[src/rtl/prt_scaler_lbf_ctl.sv]
// Frame sequencer for the scaler line buffer: run/frame-start control, source gating,
// per-frame supervision with automatic teardown, flush and re-lock on failure.
module prt_scaler_lbf_ctl #(
  parameter int unsigned P_FLUSH_CYC = 16,
  parameter int unsigned P_TMO_CYC   = 65536,
  parameter int unsigned P_LINE_W    = 12
) (
  input  logic                RST_IN,
  input  logic                CLK_IN,
  input  logic                CFG_EN_IN,
  input  logic [P_LINE_W-1:0] CFG_LINES_IN,
  input  logic                SRC_VS_IN,
  input  logic                SRC_DE_IN,
  input  logic                LBF_RDY_IN,
  input  logic                TG_RUN_IN,
  output logic                CTL_RUN_OUT,
  output logic                CTL_FS_OUT,
  output logic                SRC_RDY_OUT,
  output logic                STA_LOCK_OUT,
  output logic [1:0]          STA_ERR_OUT,
  output logic [7:0]          STA_ERR_CNT_OUT,
  input  logic                STA_CLR_IN
);

  localparam int unsigned FL_W  = 8;
  localparam int unsigned TMO_W = $clog2(P_TMO_CYC + 1);
  localparam int unsigned CNT_W = 8;

  typedef enum logic [2:0] {
    S_IDLE, S_FLUSH, S_WAIT_VS, S_FILL, S_RUN, S_ERR
  } state_t;

  state_t              state_q, state_d;
  logic                vs_q, vs_q2, de_q, de_q2;
  logic [FL_W-1:0]     flush_q, flush_d;
  logic [TMO_W-1:0]    tmo_q, tmo_d;
  logic [P_LINE_W-1:0] line_q, line_d, line_inc;
  logic                run_q, run_d, fs_q, fs_d, rdy_q, rdy_d, lock_q, lock_d;
  logic [1:0]          err_q, err_d, pend_q, pend_d, cause;
  logic [CNT_W-1:0]    cnt_q, cnt_d;
  logic                vs_rise, de_fall, err_evt;

  assign vs_rise  = vs_q & ~vs_q2;
  assign de_fall  = ~de_q & de_q2;
  assign line_inc = (de_fall && (line_q != '1)) ? line_q + P_LINE_W'(1) : line_q;

  // State, counters, edge-detect and registered outputs
  always_ff @(posedge CLK_IN or posedge RST_IN) begin
    if (RST_IN) begin
      state_q <= S_IDLE;
      vs_q    <= 1'b0;
      vs_q2   <= 1'b0;
      de_q    <= 1'b0;
      de_q2   <= 1'b0;
      flush_q <= '0;
      tmo_q   <= '0;
      line_q  <= '0;
      run_q   <= 1'b0;
      fs_q    <= 1'b0;
      rdy_q   <= 1'b0;
      lock_q  <= 1'b0;
      err_q   <= '0;
      pend_q  <= '0;
      cnt_q   <= '0;
    end else begin
      state_q <= state_d;
      vs_q    <= SRC_VS_IN;
      vs_q2   <= vs_q;
      de_q    <= SRC_DE_IN;
      de_q2   <= de_q;
      flush_q <= flush_d;
      tmo_q   <= tmo_d;
      line_q  <= line_d;
      run_q   <= run_d;
      fs_q    <= fs_d;
      rdy_q   <= rdy_d;
      lock_q  <= lock_d;
      err_q   <= err_d;
      pend_q  <= pend_d;
      cnt_q   <= cnt_d;
    end
  end

  // Next state, next outputs and sticky status
  always_comb begin
    state_d = state_q;
    flush_d = flush_q;
    tmo_d   = tmo_q;
    line_d  = line_q;
    fs_d    = 1'b0;
    lock_d  = lock_q;
    err_evt = 1'b0;
    cause   = 2'b00;
    err_d   = err_q;
    cnt_d   = cnt_q;
    pend_d  = 2'b00;

    unique case (state_q)
      S_IDLE: begin
        state_d = S_FLUSH;
        flush_d = '0;
      end
      S_FLUSH: begin
        if (flush_q == FL_W'(P_FLUSH_CYC - 1)) state_d = S_WAIT_VS;
        else                                   flush_d = flush_q + FL_W'(1);
      end
      S_WAIT_VS: begin
        if (vs_rise) begin
          fs_d    = 1'b1;
          line_d  = '0;
          tmo_d   = '0;
          state_d = S_FILL;
        end
      end
      S_FILL: begin
        line_d = line_inc;
        if (TG_RUN_IN) begin
          tmo_d   = '0;
          state_d = S_RUN;
        end else if (tmo_q == TMO_W'(P_TMO_CYC - 1)) begin
          err_evt = 1'b1;
          cause   = 2'b01;
          state_d = S_ERR;
        end else begin
          tmo_d = tmo_q + TMO_W'(1);
        end
      end
      S_RUN: begin
        line_d = line_inc;
        // The coincident DE fall is already folded into line_inc before the compare
        if (vs_rise) begin
          if (line_inc == CFG_LINES_IN) begin
            fs_d   = 1'b1;
            line_d = '0;
            lock_d = 1'b1;
          end else begin
            err_evt = 1'b1;
            cause   = 2'b10;
            state_d = S_ERR;
          end
        end
      end
      S_ERR: begin
        state_d = S_FLUSH;
        flush_d = '0;
      end
      default: state_d = S_IDLE;
    endcase

    if (!CFG_EN_IN) begin
      state_d = S_IDLE;
      fs_d    = 1'b0;
      err_evt = 1'b0;
      cause   = 2'b00;
    end

    if (state_d != S_RUN) lock_d = 1'b0;
    run_d = (state_d == S_WAIT_VS) || (state_d == S_FILL) || (state_d == S_RUN);
    rdy_d = ((state_d == S_FILL) || (state_d == S_RUN)) && LBF_RDY_IN;

    // A clear wipes old status; an error colliding with it is recorded one cycle later
    if (STA_CLR_IN) begin
      err_d = '0;
      cnt_d = '0;
    end
    if (pend_q != 2'b00) begin
      err_d = err_d | pend_q;
      if (cnt_d != '1) cnt_d = cnt_d + CNT_W'(1);
    end
    if (err_evt) begin
      if (STA_CLR_IN) begin
        pend_d = cause;
      end else begin
        err_d = err_d | cause;
        if (cnt_d != '1) cnt_d = cnt_d + CNT_W'(1);
      end
    end
  end

  assign CTL_RUN_OUT     = run_q;
  assign CTL_FS_OUT      = fs_q;
  assign SRC_RDY_OUT     = rdy_q;
  assign STA_LOCK_OUT    = lock_q;
  assign STA_ERR_OUT     = err_q;
  assign STA_ERR_CNT_OUT = cnt_q;

endmodule
[config.mk]
export PLATFORM = sky130hd
export DESIGN_NAME = prt_scaler_lbf_ctl
export DESIGN_NICKNAME = d
export VERILOG_FILES = /design/src/rtl/prt_scaler_lbf_ctl.sv
export SDC_FILE = /design/constraint.sdc
export NUM_CORES = 1
export LEC_CHECK = 0
export ABC_AREA = 1
export BUFFER_PORTS_ARGS = -buffer_cell sky130_fd_sc_hd__buf_2
export CAP_MARGIN = 20
export CORE_MARGIN = 4
export CORE_UTILIZATION = 50
export CTS_CLUSTER_DIAMETER = 120
export DETAILED_ROUTE_END_ITERATION = 8
export PLACE_DENSITY_LB_ADDON = 0.1
export SLEW_MARGIN = 20
export SYNTH_ARGS = -nofsm -noshare
export SYNTH_HDL_FRONTEND = slang
export SYNTH_SLANG_ARGS = --single-unit
[constraint.sdc]
create_clock -name CLK_IN -period 2.8 [get_ports CLK_IN]
set_clock_uncertainty 0.15 [all_clocks]
set_input_delay 0.56 -clock CLK_IN [delete_from_list [all_inputs] [get_ports CLK_IN]]
set_output_delay 0.56 -clock CLK_IN [all_outputs]
set_load 0.05 [all_outputs]
After elaboration in Yosys (flattened, before gate mapping):

Cells that the tools add are included.

* mux-type cells: 52
* equal/unequal tests: 18
* reduce and logical (&&, ||, !) cells: 18
* bitwise operators: 6
* $add $sub $neg: 5

Operators by type and width (number)
* $mux 8: 7
* $mux 17: 3
* $mux 12: 4
* $pmux 12 s3: 1
* $pmux 17 s2: 1
* $add 8x1->8 const B: 3
* $mux 3: 7
* $mux 2: 9
* $add 17x1->17 const B: 1
* $eq 17x16->1 const B: 1
* $ne 8x8->1 const B: 2
* $pmux 8 s2: 1
* $mux 1: 15
* $pmux 3 s5: 1
* $add 12x1->12 const B: 1
* $eq 12x12->1: 1
* $eq 3x2->1 const B: 4
* $ne 12x12->1 const B: 1
* $reduce_bool 2->1: 6
* $eq 3x3->1 const B: 3
* $eq 8x4->1 const B: 1
* $ne 3x3->1 const B: 2
* $reduce_and 3->1: 2
* $ne 2x2->1 const B: 2
* 12 further kinds: 20

* word-level logic and storage cells: 114
* bits in registers: 60
* input port bits: 20

Longest topological paths before layout:

Gate-level depths: netlist (run 1).

* depth after elaboration: 12
* mapped depth: 22
* mapped depth without buffers: 20

Worst setup path after synthesis (run 1):

Ideal clock, no wire load.

* path kind: in2reg
* from: input STA_CLR_IN
* to: register cnt_q[0], in the netlist STA_ERR_CNT_OUT[0]
* setup time: 117 ps
* cell stages on the path: 21
* path slack: -482 ps
* arrival: 3015 ps
* cells stage by stage: buf_2 > inv_1 > buf_2 > nand2_1 > inv_1 > ha_1 > nand4_1 > nor2_1 > nand3_2 > nand2_1 > xor2_1 > inv_1 > ha_1 > inv_1 > nor3_2 > nand2_1 > inv_1 > nor2_1 > nand2_1 > nand2_1 > nand2_1

* longest elaborated chain between the ends: 8
* elaborated cells between the ends (all ways): 10
* those cells by class: add/sub: 2; eq/ne: 2; mux: 6

RTL lines
* start, declared: line 22 `input logic STA_CLR_IN`
* $mux 8: line 162 `if (STA_CLR_IN) begin`
* $add 8x1->8 or $ne 8x8->1 (tied branches): line 168 `if (cnt_d != '1) cnt_d = cnt_d + CNT_W'(1);`
* $mux 8: line 168
* $mux 8: line 166 `if (pend_q != 2'b00) begin`
* $add 8x1->8 or $ne 8x8->1 (tied branches): line 175 `if (cnt_d != '1) cnt_d = cnt_d + CNT_W'(1);`
* $mux 8: line 175
* $mux 8: line 171 `if (STA_CLR_IN) begin`
* $mux 8 (*): line 170 `if (err_evt) begin`
* via cnt_d[0]: line 40 `logic [CNT_W-1:0] cnt_q, cnt_d;`
* end signal, assigned: line 80 `cnt_q <= cnt_d;`
* end, declared: line 40

Mark *: on every way through the listed nets, which the timed path passes. The rest lies on a longest branch.
A chain may end at the register's enable or synchronous reset.

Worst setup path after layout (run 1):

* from: register line_q[9]
* to: register line_q[4]

* longest elaborated chain between the ends: 7
* elaborated cells between the ends (all ways): 8
* those cells by class: add/sub: 1; eq/ne: 2; mux: 4; reduce/logical: 1

RTL lines
* start, declared: line 37 `logic [P_LINE_W-1:0] line_q, line_d, line_inc;`
* start signal, assigned: line 73 `line_q <= line_d;`
* branches (longest 2 deep; another with $add 12x1->12)
* $mux 12 (*): line 45 `assign line_inc = (de_fall && (line_q != '1)) ? line_q + P_LINE_W'(1) : line_q;`
* $eq 12x12->1: line 132 `if (line_inc == CFG_LINES_IN) begin`
* $mux 12: line 132
* $mux 12: line 131 `if (vs_rise) begin`
* $pmux 12 s3 (*): line 98 `unique case (state_q)`

Every way passes the cells marked *.

==> reports/summary.txt, run 1 <==
Unique cell type count in the Yosys netlist: 36
Startpoint type of the worst setup path: register
Vias/cell: 5.06
Die Width: 97.2 um
Synth Flop Type: dfrtp_1
Internal: 0.00157 W
Antenna violations before repair: 0
PortBufs: 33
Worst slew margin: 0.595
Total gr overflow: 0
Sw Ratio: 0.279
Sequential standard cell area: 0.00150 mm^2
Syn Inst Count: 576
Final Net Count: 677
Starting DRT DRC Count: 138
Area post-placement: 0.00453 mm^2
Fin area: 0.00490 mm^2
First-pass GRT wire length: 15900 um
Gpl congestion: 0.837
Die area: 0.00945 mm^2
Mapped Area: 0.00398 mm^2
Worst Path Arrival: 2.66 ns
Mean post-synth cell area: 6.91 um^2
Register-to-Register Path Depth: 17
Max-slew violation count: 0
Vias in the first global route: 3629
RSZ-0062 raised after global routing: yes
Routed wire length: 9220 um
Cell with the most instances after synthesis: nand2_1
VDD IR max: 0.000324 V
IO Count: 34
Largest net degree at the start of global routing: 50
P_leak: 2.46 nW
Critical Path RT: 2.85 ns
Kind of critical path: reg2reg
Hold Slack: 0.00906 ns
Layout cell share with drive strength beyond 1: 0.239
Fin util: 0.634
Gate power share: 0.166
# Max-Cap Violations: 0
EDFF count, synth: 0
Worst Setup End Kind: register
Worst skew pair latency: 0.34 ns
H-tree Lvls: 3
Drt wl/cell: 12.2 um
Sequential area share after synthesis: 0.377
Total track usage: 0.200
Vias: 3837
Max Fanout on Critical Path: 12
Tcrit/Tclk final: 0.933
Synth top cells by count: nand2_1, inv_1, dfrtp_1, nor2_1, nand3_1
Post-DRT Antenna Nets: 0
Area Overhead vs Synth: 23.1%
Multi-input logic area: 0.00221 mm^2
Height of the die: 97.2 um
Cell taking the most area after synthesis: dfrtp_1
Cell Pwr Density: 445 mW/mm^2
Slew @ Worst Pin: 0.607 ns
Antenna cells: 0
Synthesized Nets: 602
Row count: 32
Number of fill cells: 699
Ys async rst share: 1.00
Final hold violations: 0
Clk pwr share: 0.396
HPWL Detailed: 6850 um
First-pass iteration count of the detailed router: 4
Top cells by area, synth: dfrtp_1, nand2_1, inv_1, nand3_1, nor2_1
Core ar.: 0.00773 mm^2
Starting Density: 0.515
Clk sinks: 60
Max Root-Sink Buffers: 2
Synth warnings: 0
Root Buffer: clkbuf_8
Sequential Power Share: 0.437
TritonCTS Buffers: 9
CTS tree: yes
Setup violation total in the final timing report: 0
TNS Setup: 0 ns
Switching power: 0.000609 W
FMAX: 383 MHz
DRC violations left: 0
Register bit total from synthesis: 60
Clock-pin slew on the worst setup and hold paths: 0.07 ns
Synth top area share: 0.377
Worst hold path class: in2async
Status: complete, no violations
Minimum clock period: 2.61 ns
[power groups by stage]
stage	clock network [W]	registers (W)	logic, W
floorplan	0	0.000970	0.000232
global placement	0	0.000967	0.000330
detailed placement	0	0.000969	0.000339
CTS	0.000878	0.000953	0.000340
global route	0.000922	0.000961	0.000411
finish	0.000864	0.000954	0.000363
[per-layer routing]
layer / share of wire / global-route usage / up-vias
li1: - / - / 2007
met1: 0.48 / 0.265 / 1756
met2: 0.47 / 0.324 / 60
met3: 0.038 / 0.0402 / 14
met4: 0.014 / 0.0734 / 0
met5: 0 / 0 / -
[kinds of logic after synthesis]
kind of cell | synth area share
buf+inv | 0.105
flops | 0.377
simple gates | 0.380
xor+xnor | 0.0176
fa+ha+maj | 0.0189
compound gates | 0.101
[registers in the layout, summed over array words and instances, names as in the netlist]
signal	count
vs_q	1
SRC_RDY_OUT	1
vs_q2	1
CTL_RUN_OUT	1
pend_q	2
flush_q	8
STA_LOCK_OUT	1
STA_ERR_OUT	2
line_q	12
de_q	1
de_q2	1
tmo_q	17
STA_ERR_CNT_OUT	8
CTL_FS_OUT	1
state_q	3
[what timing repair did]
action | 4_1_cts | 5_1_grt
hold buffers | 0 | 0
setup endpoints to repair | 0 | 24
buffers inserted | 0 | 4
resized for setup | 0 | 26
[placed cells by master (no fill, tap or decap), drive strengths merged]
master	Yosys	routed
a211o	1	1
a211oi	1	1
a21oi	24	24
a221oi	1	1
a22o	1	1
a31oi	2	2
and3	1	1
buf	7	70
bufinv	0	2
clkbuf	1	11
clkinv	0	3
dfrtp	60	60
ha	6	6
inv	96	96
nand2	162	162
nand3	60	62
nand3b	4	4
nand4	12	12
nor2	69	69
nor3	15	15
nor3b	2	2
nor4	4	4
o21a	2	2
o21ai	33	33
o22ai	1	1
o31ai	2	2
or2	1	1
xnor2	3	3
xor2	5	5
[through the flow]
stage                     cells  total power, W  worst slack (ns)
after floorplan             576         0.00120            -0.150
after global placement      736         0.00130           -0.0580
after detailed placement    736         0.00131            -0.181
after CTS                   752         0.00217            0.0939
after global routing        758         0.00229           -0.0113
final                       758         0.00218             0.188
[worst paths after layout]
path | startpoint | end | slack, ns
max reg2reg | line_q[9] | line_q[4] | 0.19
max in group asynchronous | RST_IN | flush_q[6] | 1.93
min reg2reg | vs_q | vs_q2 | 0.23
min | RST_IN | STA_ERR_CNT_OUT[6] | 0.009
min in group CLK_IN | SRC_DE_IN | de_q | 0.17
max | line_q[9] | line_q[4] | 0.19
[layout make-up]
class,count,share of cell area
multi-input cells,414,0.451
flip-flops and latches,60,0.307
repair buffers,70,0.0971
inverters,96,0.0746
clock buffers,11,0.0289
well taps,102,0.0261
clock inverters,5,0.0153
[critical path, stage by stage, from the launching register on]
cell	delay [ns]
dfrtp_1	0.41
nand2_2	0.09
nor2_2	0.34
nand3_4	0.19
buf_6	0.16
nand2_1	0.04
nand2_1	0.06
nand3b_1	0.08
nand2_1	0.06
nor2_1	0.09
nand2_1	0.07
nor2_2	0.15
nand2_2	0.09
o21ai_2	0.12
nand2_2	0.07
buf_12	0.16
nand2_1	0.06
o21ai_0	0.08
No activity file was read; power rests on OpenSTA's default activity.
==> run 2, diff against run 1 <==
--- a/config.mk
+++ b/config.mk
@@ -8,6 +8,7 @@
 export ABC_AREA = 1
 export BUFFER_PORTS_ARGS = -buffer_cell sky130_fd_sc_hd__buf_2
 export CAP_MARGIN = 20
+export CORE_ASPECT_RATIO = 1.4
 export CORE_MARGIN = 4
 export CORE_UTILIZATION = 50
 export CTS_CLUSTER_DIAMETER = 120
==> run 2 against run 1 <==
Against the previous run:
- clock power decreased by 16%
- wire length up 4.6%
- worst setup slack better by 0.0013 ns
- die area grew 0.21%
- critical path depth is 1 lower
- core utilization decreased by 0.15 points
- cell area hardly changed
- via count grew 2.9%
- critical endpoint is now line_q[5]
- largest cell class unchanged
- highest routed layer unchanged
==> reports/summary.txt, run 2 (synthesis gave the netlist of run 1 again) <==
Worst Path Arrival: 2.67 ns (about the same)
Total track usage: 0.214 (+0.0144)
Gpl congestion: 0.883 (+5.5%)
Status: complete, no violations
Clock-pin slew on the worst setup and hold paths: 0.07 ns (about the same)
First-pass iteration count of the detailed router: 4 (unchanged)
Die area: 0.00947 mm^2 (+0.21%)
Vias in the first global route: 3848 (+6.0%)
Setup violation total in the final timing report: 0 (unchanged)
Most crowded layer after global routing: met2
Vias/cell: 5.15 (+1.8%)
Minimum clock period: 2.61 ns (-0.00131 ns)
Worst skew pair latency: 0.36 ns (+0.02 ns)
Cts hold-fix bufs: 0 (unchanged)
Height of the die: 114 um (+17%)
Critical Path RT: 2.85 ns (about the same)
Met1 global-route usage: 0.239 (-0.0262)
Startpoint type of the worst setup path: register
Layout cell share with drive strength beyond 1: 0.242 (+0.00241)
Area Overhead vs Synth: 23.1% (about the same)
TritonCTS Buffers: 9 (unchanged)
Worst slew margin: 0.574 (-0.0211)
Register-to-Register Path Depth: 16 (-1)
Starting DRT DRC Count: 169 (+22%)
Global-route met3 utilization: 0.0332 (-0.00696)
Antenna violations before repair: 0 (unchanged)
VDD IR max: 0.000310 V (-4.5%)
Area post-placement: 0.00460 mm^2 (+1.5%)
Post-DRT Antenna Nets: 0 (unchanged)
Crit-path max cell delay: 0.36 ns (-0.05 ns)
CP max-delay cell: dfrtp_1
Register-to-Register Setup Slack: 0.19 ns (about the same)
Most common cell after layout, fill and taps aside: nand2_1
Row count: 38 (+19%)
Worst hold path class: in2async
FMAX: 383 MHz (about the same)
Max-slew violation count: 0 (unchanged)
Commonest cells after routing, fill and taps aside: nand2_1, inv_1, dfrtp_1, nor2_1, nand3_1
Reg with most FFs: tmo_q
Worst r2r src: line_q[0]
First-pass GRT wire length: 16400 um (+3.6%)
Biggest regs: tmo_q (17), line_q (12)
Final Power: 0.00205 W (-6.1%)
Core ar.: 0.00775 mm^2 (+0.29%)
Max Root-Sink Buffers: 2 (unchanged)
Worst reg2reg endpoint: line_q[5]
HPWL Detailed: 7140 um (+4.1%)
Starting Density: 0.513 (-0.00150)
Cell Pwr Density: 418 mW/mm^2 (-6.2%)
DRC violations left: 0 (unchanged)
Fin area: 0.00490 mm^2 (about the same)
H-tree Lvls: 3 (unchanged)
Most repeated library cell on the critical path: nand2_1
PortBufs: 33 (unchanged)
# Max-Cap Violations: 0 (unchanged)
Fin util: 0.632 (-0.00152)
Vias: 3948 (+2.9%)
Multi-input logic area: 0.00217 mm^2 (-2.0%)
Worst Setup End Kind: register
Drt wl/cell: 12.6 um (+3.5%)
Die Width: 83.4 um (-14%)
Slew @ Worst Pin: 0.638 ns (+0.0316 ns)
P_leak: 2.49 nW (+1.1%)
IO Count: 34 (unchanged)
Number of fill cells: 706 (+1.0%)
Clk sinks: 60 (unchanged)
Final hold violations: 0 (unchanged)
CTS tree: yes
Largest register FFs: 17 (unchanged)
Routed wire length: 9640 um (+4.6%)
M2 GR Usage: 0.390 (+0.0659)
Critical path, cell by cell: ha_2 -> inv_2 -> nor2_4 -> nand3_4 -> buf_4 -> nand4_1 -> nand2_1 -> nand2_1 -> nand3_1 -> nor2_2 -> nand2_2 -> o21ai_2 -> nand2_2 -> buf_12 -> nand2_1 -> o21ai_0
Total gr overflow: 0 (unchanged)
Sequential standard cell area: 0.00150 mm^2 (unchanged)
Kind of critical path: reg2reg
Largest net degree at the start of global routing: 61 (+22%)
Antenna cells: 0 (unchanged)
Max Fanout on Critical Path: 12 (unchanged)
Root Buffer: clkbuf_8
Tcrit/Tclk final: 0.932 (about the same)
Final Net Count: 687 (+1.5%)
-- run 2: cell count changes in the layout (fill, tap and decap cells not counted), sizes merged --
cell and delta:
clkinvlp +3, bufinv -2, buf +11, nand3 -1
inv +1, clkinv -2
-- run 2: layer usage --
| metal | vias to the layer above | share of wire |
|---|---|---|
| li1 | 2022 | - |
| met5 | - | 0 |
| met1 | 1821 | 0.42 |
| met2 | 84 | 0.52 |
| met3 | 21 | 0.034 |
| met4 | 0 | 0.031 |
-- run 2: layout make-up --
class                   instances  share of cell area
repair buffers                 81               0.115
flip-flops and latches         60               0.307
multi-input cells             413               0.442
well taps                     100              0.0255
clock buffers                  11              0.0289
inverters                      96              0.0746
clock inverters                 5             0.00741
-- run 2: per-stage QoR --
stage | TNS [ns] | hold WS, ns | std cells | setup WS, ns
after global routing | -0.0417 | 0.148 | 766 | -0.0257
after floorplan | -0.517 | 0.204 | 576 | -0.150
final | 0 | 0.115 | 766 | 0.189
after global placement | -0.117 | 0.208 | 742 | -0.0557
after CTS | 0 | 0.118 | 758 | 0.0571
after detailed placement | -0.905 | 0.212 | 742 | -0.178
-- run 2: how the worst max path moves through the flow --
stage / from / to / cells past startpoint
after detailed placement: STA_CLR_IN / STA_ERR_CNT_OUT[0] / 19
after global placement: STA_CLR_IN / STA_ERR_CNT_OUT[0] / 18
after global routing: STA_ERR_CNT_OUT[1] / STA_ERR_CNT_OUT[0] / 19
final: line_q[0] / line_q[5] / 16
after CTS: STA_ERR_CNT_OUT[1] / STA_ERR_CNT_OUT[0] / 19
after floorplan: STA_CLR_IN / STA_ERR_CNT_OUT[0] / 21
-- run 2: what timing repair did --
| item | CTS | global route |
|---|---|---|
| setup buffers | 0 | 7 |
| setup endpoints to repair | 0 | 22 |
| resized for setup | 0 | 17 |
-- run 2: worst max-delay path: cells and delay by family (launching register included) --
kind                     cells  cell delay (ns)
flip-flops                   1             0.36
buffers and inverters        3             0.38
AND/OR/NAND/NOR             10             1.13
adder cells (fa/ha/maj)      1             0.20
AO/OA/AOI/OAI                2             0.21
-- run 2: where the power goes --
part           internal, W  switching (W)  leakage (nW)  total [W]
Clock             0.000346       0.000378        0.0820   0.000724
Combinational     0.000145       0.000226          1.64   0.000371
Sequential        0.000914      0.0000383         0.774   0.000952
Total              0.00141       0.000642          2.49    0.00205
